==> src/rtl/pc_stack_sequencer.sv <==
// Program counter with conditional/relative branching and a
// hardware return-address stack with sticky fault reporting.
module pc_stack_sequencer #(
  parameter int ADDR_W      = 12,
  parameter int STACK_DEPTH = 8,
  parameter int REL_W       = 8
) (
  input  logic                               clk,
  input  logic                               rst,
  input  logic                               en_i,
  input  logic [2:0]                         op_i,
  input  logic                               cond_i,
  input  logic [ADDR_W-1:0]                  target_i,
  input  logic [REL_W-1:0]                   rel_off_i,
  input  logic                               clr_fault_i,
  output logic [ADDR_W-1:0]                  pc_o,
  output logic [ADDR_W-1:0]                  stack_top_o,
  output logic [$clog2(STACK_DEPTH+1)-1:0]   depth_o,
  output logic                               stack_full_o,
  output logic                               stack_empty_o,
  output logic                               fault_o,
  output logic [1:0]                         fault_code_o
);

  localparam int DW = $clog2(STACK_DEPTH + 1);
  localparam int IW = $clog2(STACK_DEPTH);

  typedef enum logic [2:0] {
    OP_INC   = 3'b000,
    OP_JMP   = 3'b001,
    OP_JMPC  = 3'b010,
    OP_BRREL = 3'b011,
    OP_CALL  = 3'b100,
    OP_RET   = 3'b101,
    OP_HOLD  = 3'b110,
    OP_SCLR  = 3'b111
  } op_e;

  localparam logic [1:0] F_NONE  = 2'b00;
  localparam logic [1:0] F_OVER  = 2'b01;
  localparam logic [1:0] F_UNDER = 2'b10;

  op_e               op;
  logic [ADDR_W-1:0] pc_q, pc_d, pc_inc, rel_ext, top;
  logic [DW-1:0]     depth_q, depth_d;
  logic              fault_q, fault_d;
  logic [1:0]        code_q, code_d, new_f;
  logic              push, full, empty;
  logic [IW-1:0]     wr_idx, rd_idx;
  logic [ADDR_W-1:0] mem_q [STACK_DEPTH];

  assign op      = op_e'(op_i);
  assign pc_inc  = pc_q + 1'b1;
  assign rel_ext = ADDR_W'($signed(rel_off_i));
  assign full    = (depth_q == DW'(STACK_DEPTH));
  assign empty   = (depth_q == '0);
  assign wr_idx  = IW'(depth_q);
  assign rd_idx  = IW'(depth_q - 1'b1);
  assign top     = empty ? '0 : mem_q[rd_idx];

  always_comb begin
    pc_d    = pc_q;
    depth_d = depth_q;
    push    = 1'b0;
    new_f   = F_NONE;
    if (en_i) begin
      unique case (op)
        OP_INC:   pc_d = pc_inc;
        OP_JMP:   pc_d = target_i;
        OP_JMPC:  pc_d = cond_i ? target_i : pc_inc;
        OP_BRREL: pc_d = cond_i ? pc_q + rel_ext : pc_inc;
        OP_CALL: begin
          if (!full) begin
            push    = 1'b1;
            depth_d = depth_q + 1'b1;
            pc_d    = target_i;
          end else begin
            pc_d  = pc_inc;
            new_f = F_OVER;
          end
        end
        OP_RET: begin
          if (!empty) begin
            pc_d    = top;
            depth_d = depth_q - 1'b1;
          end else begin
            pc_d  = pc_inc;
            new_f = F_UNDER;
          end
        end
        OP_HOLD:  pc_d = pc_q;
        OP_SCLR: begin
          depth_d = '0;
          pc_d    = pc_inc;
        end
      endcase
    end
  end

  // A fresh fault beats a simultaneous clear; otherwise first code sticks
  always_comb begin
    fault_d = fault_q;
    code_d  = code_q;
    if (new_f != F_NONE) begin
      fault_d = 1'b1;
      if (clr_fault_i || !fault_q) code_d = new_f;
    end else if (clr_fault_i) begin
      fault_d = 1'b0;
      code_d  = F_NONE;
    end
  end

  always_ff @(posedge clk or posedge rst) begin
    if (rst) begin
      pc_q    <= '0;
      depth_q <= '0;
      fault_q <= 1'b0;
      code_q  <= F_NONE;
    end else begin
      pc_q    <= pc_d;
      depth_q <= depth_d;
      fault_q <= fault_d;
      code_q  <= code_d;
    end
  end

  always_ff @(posedge clk) begin
    if (push) mem_q[wr_idx] <= pc_inc;
  end

  assign pc_o          = pc_q;
  assign stack_top_o   = top;
  assign depth_o       = depth_q;
  assign stack_full_o  = full;
  assign stack_empty_o = empty;
  assign fault_o       = fault_q;
  assign fault_code_o  = code_q;

endmodule

==> config.mk <==
export PLATFORM = sky130hd
export DESIGN_NAME = pc_stack_sequencer
export DESIGN_NICKNAME = d
export VERILOG_FILES = /design/src/rtl/pc_stack_sequencer.sv
export SDC_FILE = /design/constraint.sdc
export NUM_CORES = 1
export LEC_CHECK = 0
export ABC_AREA = 0
export CORE_MARGIN = 4
export CORE_UTILIZATION = 55
export DETAILED_ROUTE_END_ITERATION = 10
export PLACE_DENSITY = 0.78
export SKIP_LAST_GASP = 1
export SYNTH_ARGS = -nofsm -noshare
export SYNTH_HDL_FRONTEND = slang
export SYNTH_SLANG_ARGS = --single-unit
==> constraint.sdc <==
create_clock -name clk -period 3.4 [get_ports clk]
set_input_delay 0.85 -clock clk [delete_from_list [all_inputs] [get_ports clk]]
set_output_delay 0.85 -clock clk [all_outputs]
set_load 0.02 [all_outputs]
* Word level (Yosys, flattened, before mapping)
Memory sizes are Yosys's and may differ from the RTL's. Index checks and enable logic that the tools add are counted.
Word-level totals: input port bits 28, word-level logic and storage cells 55, register bits after elaboration 19, memories kept 1, bits in latches 0, output and inout port bits 33, bits in writable memories 96, memory bits (read-only) 0
Memory list:
- mem_q | words 8, width 12, rd ports 1, clocked after Yosys merged registers in 0, write ports 1, line 50 | logic [ADDR_W-1:0] mem_q [STACK_DEPTH];
Operators by class: mux-type cells 23, divide/modulo/power cells 0, shifts and indexed selects 0, magnitude comparators 0, $mul 0, eq/ne operators 11, bitwise logic cells 1, add/sub/neg operators 4, reduce and logical (&&, ||, !) cells 11
Operators with widths (count):
- one-hot mux 12 bit (6 select lines) | 1
- 2-to-1 mux 12 bit | 5
- adder 12 x 1 -> 12 bit (second input constant) | 1
- adder 12 bit | 1
- equality test 3 bit (second input constant) | 4
- one-hot mux 4 bit (3 select lines) | 1
- 2-to-1 mux 2 bit | 5
- 2-to-1 mux 1 bit | 8
- 2-to-1 mux 4 bit | 2
- equality test 3 x 2 -> 1 bit (second input constant) | 2
- adder 4 x 1 -> 4 bit (second input constant) | 1
- equality test 4 bit (second input constant) | 1
- logical NOT 4 bit | 1
- inequality test 2 bit (second input constant) | 2
- one-hot mux 2 bit (2 select lines) | 1
- AND reduction 2 bit | 2
- AND reduction 4 bit | 1
- nonzero test 2 bit | 2
- subtractor 4 x 1 -> 4 bit (second input constant) | 1
- equality test 3 x 1 -> 1 bit (second input constant) | 1
- logical NOT 3 bit | 1
- nonzero test 3 bit | 1
- inequality test 2 x 1 -> 1 bit (second input constant) | 1
- OR reduction 2 bit | 1
- 3 further kinds | 3

* Depth between registers and ports, before layout
depth after elaboration 7, gate-level depth with buffers 11, mapped depth without buffers 8

* Worst setup path after synthesis
No wires, ideal clock.
kind reg2out, start register depth_q[0] (netlist: depth_o[0]), end output stack_top_o[6], setup slack 218 ps, arrival 2332 ps, data required time 2550 ps, buffers on the path 4, cell stages (with the launch flop) 9, cell sequence dfrtp_1 -> buf_6 -> buf_4 -> inv_1 -> ha_1 -> buf_2 -> clkbuf_1 -> mux4_1 -> a22o_1
Between the ends: cells in the longest elaborated chain, start to end 3, elaborated cells on any way between the ends 4, those cells by class add/sub: 1; mux: 1; reduce/logical: 1; memory: 1
Ends and longest elaborated chain:
- start: declaration | line 45 | logic [DW-1:0] depth_q, depth_d;
- start signal: assignment | line 121 | depth_q <= depth_d;
- subtractor 4 x 1 -> 4 bit
- memory (8 x 12 bit)
- 2-to-1 mux 12 bit (*) | line 59 | assign top = empty ? '0 : mem_q[rd_idx];
- end: declaration | line 17 | output logic [ADDR_W-1:0] stack_top_o,
Mark *: on every way between the ends. The rest lies on a longest branch, timed or not.

* Worst setup path after layout
Same ends and word-level chain as after synthesis.

==> flow_summary_export.csv <==
group,metric,value,unit
cts,cts_buffers,17,
global_routing,grt.overflow.total,0,
global_routing,grt-busiest-layer,"met2",
timing,tightest_slew,806.2,ps
global_routing,met3_usage,6.277,%
cts,htreeDepth,4,
floorplan,fp-row-count,37,
yosys,synth.top_cell.area_share,49.46,%
yosys,synth_most_common_cell,"edfxtp_1",
global_routing,grt_pass1_wl,23960,µm
setup_path,worstSetupStartpointType,"flop",
layout,fill_cells,667,
yosys,seq_area_frac_synth,57.62,%
yosys,synth.avg_cell_area,13.62,µm²
timing,hold_viol_final,0,
power_and_ir_drop,seq_power_share,27.7,%
yosys,ys_types,64,
detailed_routing,num_vias,4138,
power_and_ir_drop,netSwitchingFraction,36.92,%
yosys,synth_ff_type,"edfxtp_1",
setup_path,endpoint_kind,"output port",
detailed_routing,drt_iter0_drc,406,
placed_design,hpwl,9616,µm
yosys,synth-seq-cells,115,
floorplan,start_util,56.45,%
timing,rsz0062_at_grt,"yes",
layout,syn_to_final_growth,26.04,%
setup_path,critPathArrivalTime,2500,ps
global_routing,grt_pass1_vias,4315,
hold_path,hp-class,"reg -> reg",
cts,clock_latency,510,ps
yosys,netlist_top_cells_count,"96 x edfxtp_1, 37 x nor2_1, 33 x nand2_1, 20 x o21ai_0, 19 x dfrtp_1",
global_routing,globalRouteMet1Util,32.01,%
timing,max_slew_margin,46.07,%
setup_path,critPathRequiredTime,2550,ps
global_routing,track_usage,25.28,%
cts,cts_tree,"built",
timing,fmax,298.9,MHz
power_and_ir_drop,power_frac_clock,26.5,%
run,drv_cap,0,
yosys,synth_area,0.005828,mm²
placed_design,pre_cts_ws,176.8,ps
cts,numClockSinks,115,
power_and_ir_drop,comb_power_share,45.8,%
timing,setup_violations,0,
floorplan,die_w,110.9,µm
timing,setup_tns,0,ps
setup_path,reg2reg_from,"pc_o[0]",
yosys,ys_warn_count,0,
timing,finalClockSkew,6.850,ps
power_and_ir_drop,p_switching,2.570,mW
layout,n_antenna_cell,0,
global_routing,grt_max_degree,20,
detailed_routing,wl_per_cell,22.65,µm
power_and_ir_drop,power.density,947.7,mW/mm²
power_and_ir_drop,ir_drop,0.5178,mV
layout,fin_cells,660,
timing,fin_ws,54.70,ps
cts,clkTransAtPathRegs,60,ps
timing,period_share,98.39,%
detailed_routing,drt_first_pass_iters,7,
yosys,synthCells,428,
cts,postCtsHoldBufs,0,
status,outcome,"completed",
detailed_routing,ant_nets,0,
floorplan,fp.coreArea,0.01032,mm²
yosys,synth_edf_count,96,
detailed_routing,routed_wl,14950,µm
timing,min_period,3345,ps
layout,drive_gt1_share,16.98,%
yosys,syn-num-nets,472,
timing,slew_viol_final,0,
setup_path,critPathLaunch,"depth_o[0]",
global_routing,antenna_found_initial,0,
yosys,yosysTopAreaCell,"edfxtp_1",
floorplan,die_h,110.9,µm
yosys,synth.area.top_cells,"edfxtp_1 49%, dfrtp_1 8.2%, mux4_1 6.3%",
placed_design,place.gp.congestion,0.9579,
placed_design,placed_cells,629,
hold_path,worstHoldStart,"fault_code_o[1]",
detailed_routing,routed_via_density,6.270,
yosys,synthArstFlopShare,16.52,%
setup_path,crit_type,"reg -> out",
floorplan,dieArea,0.01231,mm²
placed_design,io_buffers,60,
global_routing,gr-usage-met2,41.22,%
layout,fin_nets,558,
layout,final_util,71.16,%
power_and_ir_drop,power.leakage,2.742,nW
power_and_ir_drop,p_int,4.391,mW
power_and_ir_drop,p_total,6.962,mW
cts,root_buffer,"clkbuf_8",
detailed_routing,drc,0,
floorplan,num_io_pins,61,
cts,cts_max_path_buffers,2,
setup_path,path_max_fanout,13,
## stage by stage
| step | cell area, µm² | hold slack (ps) |
|---|---|---|
| 3_5_place_dp | 6675 | 483.3 |
| 4_1_cts | 7328 | 496.2 |
| 3_3_place_gp | 6675 | 477.6 |
| 6_report | 7346 | 497.7 |
| 2_1_floorplan | 5828 | 581.7 |
| 5_1_grt | 7346 | 507.3 |
## state kept, by name (all words and copies together), names as in the netlist
| register | count |
|---|---|
| mem_q | 96 |
| pc_o | 12 |
| depth_o | 4 |
| fault_code_o | 2 |
| fault_o | 1 |
## per-layer routing
metal,vias to the layer above,routed length (µm)
met5,-,0
met4,0,463
met3,35,1133
met2,221,7394
met1,2036,5956
li1,1846,-
## path summary, 6_finish.rpt
kind | endpoint | cells past startpoint | slack, ps
max | stack_top_o[6] | 6 | 50
min | fault_code_o[1] | 2 | 500
max reg2reg | pc_o[10] | 9 | 920
min reg2reg | fault_code_o[1] | 2 | 500
max in group asynchronous | depth_o[0] | 2 | 2060
min in group asynchronous | fault_o | 2 | 780
## timing repair
| item | in CTS | in global routing |
|---|---|---|
| cloned | 1 | 0 |
| gates resized for setup | 21 | 16 |
| endpoints found under the setup margin | 13 | 9 |
| setup buffers | 0 | 1 |
| pin swaps | 0 | 0 |
## worst max-delay path, stage by stage (launching register included)
cell and delay [ps]:
dfrtp_2 430, inv_4 70, ha_4 290, bufbuf_16 280, mux4_1 300, a22o_1 270
dlygate4sd2_1 320
## cells by family (layout without fill, tap and decap cells)
group	count (synthesis)	after routing	share of synthesized area, %
muxes	35	35	12.09
AOI/OAI and AO/OA	90	90	10.95
DFF	115	115	57.62
adders and majority gates	16	16	3.564
xor gates and xnor gates	21	21	3.156
buffers and inverters	32	128	2.876
and+or+nand+nor	119	119	9.747
## layout by cell type, fill, tap and decap left out, drive strengths merged, types with 10 or more instances in the layout
cell type      Yosys  routed
ha                15      15
o21ai             23      23
edfxtp            96      96
nor2              37      37
clkdlybuf4s50      0      47
clkbuf             4      20
nand2             33      33
dfrtp             19      19
a21oi             14      14
nand3             10      10
buf               13      23
xor2              13      13
inv               15      16
mux4              24      24
mux2i             10      10
## power groups by stage
stage          sequential, mW  combinational [mW]  clock (mW)
6_report                 1.93                3.19        1.85
5_1_grt                  1.94                3.37        1.94
4_1_cts                  1.91                3.09        1.86
3_5_place_dp             1.94                3.00           0
3_3_place_gp             1.93                2.94           0
2_1_floorplan            1.98                1.84           0
## cell type report
type                    count  area, µm²  area share, %
flip-flops and latches    115       3359          45.73
multi-input cells         281       2345          31.92
repair buffers             84      804.5          10.95
clock buffers              17      414.1          5.638
clock inverters            12      188.9          2.572
well taps                 136      170.2          2.316
inverters                  15      63.81         0.8687
Power figures use the tool's default switching activity.
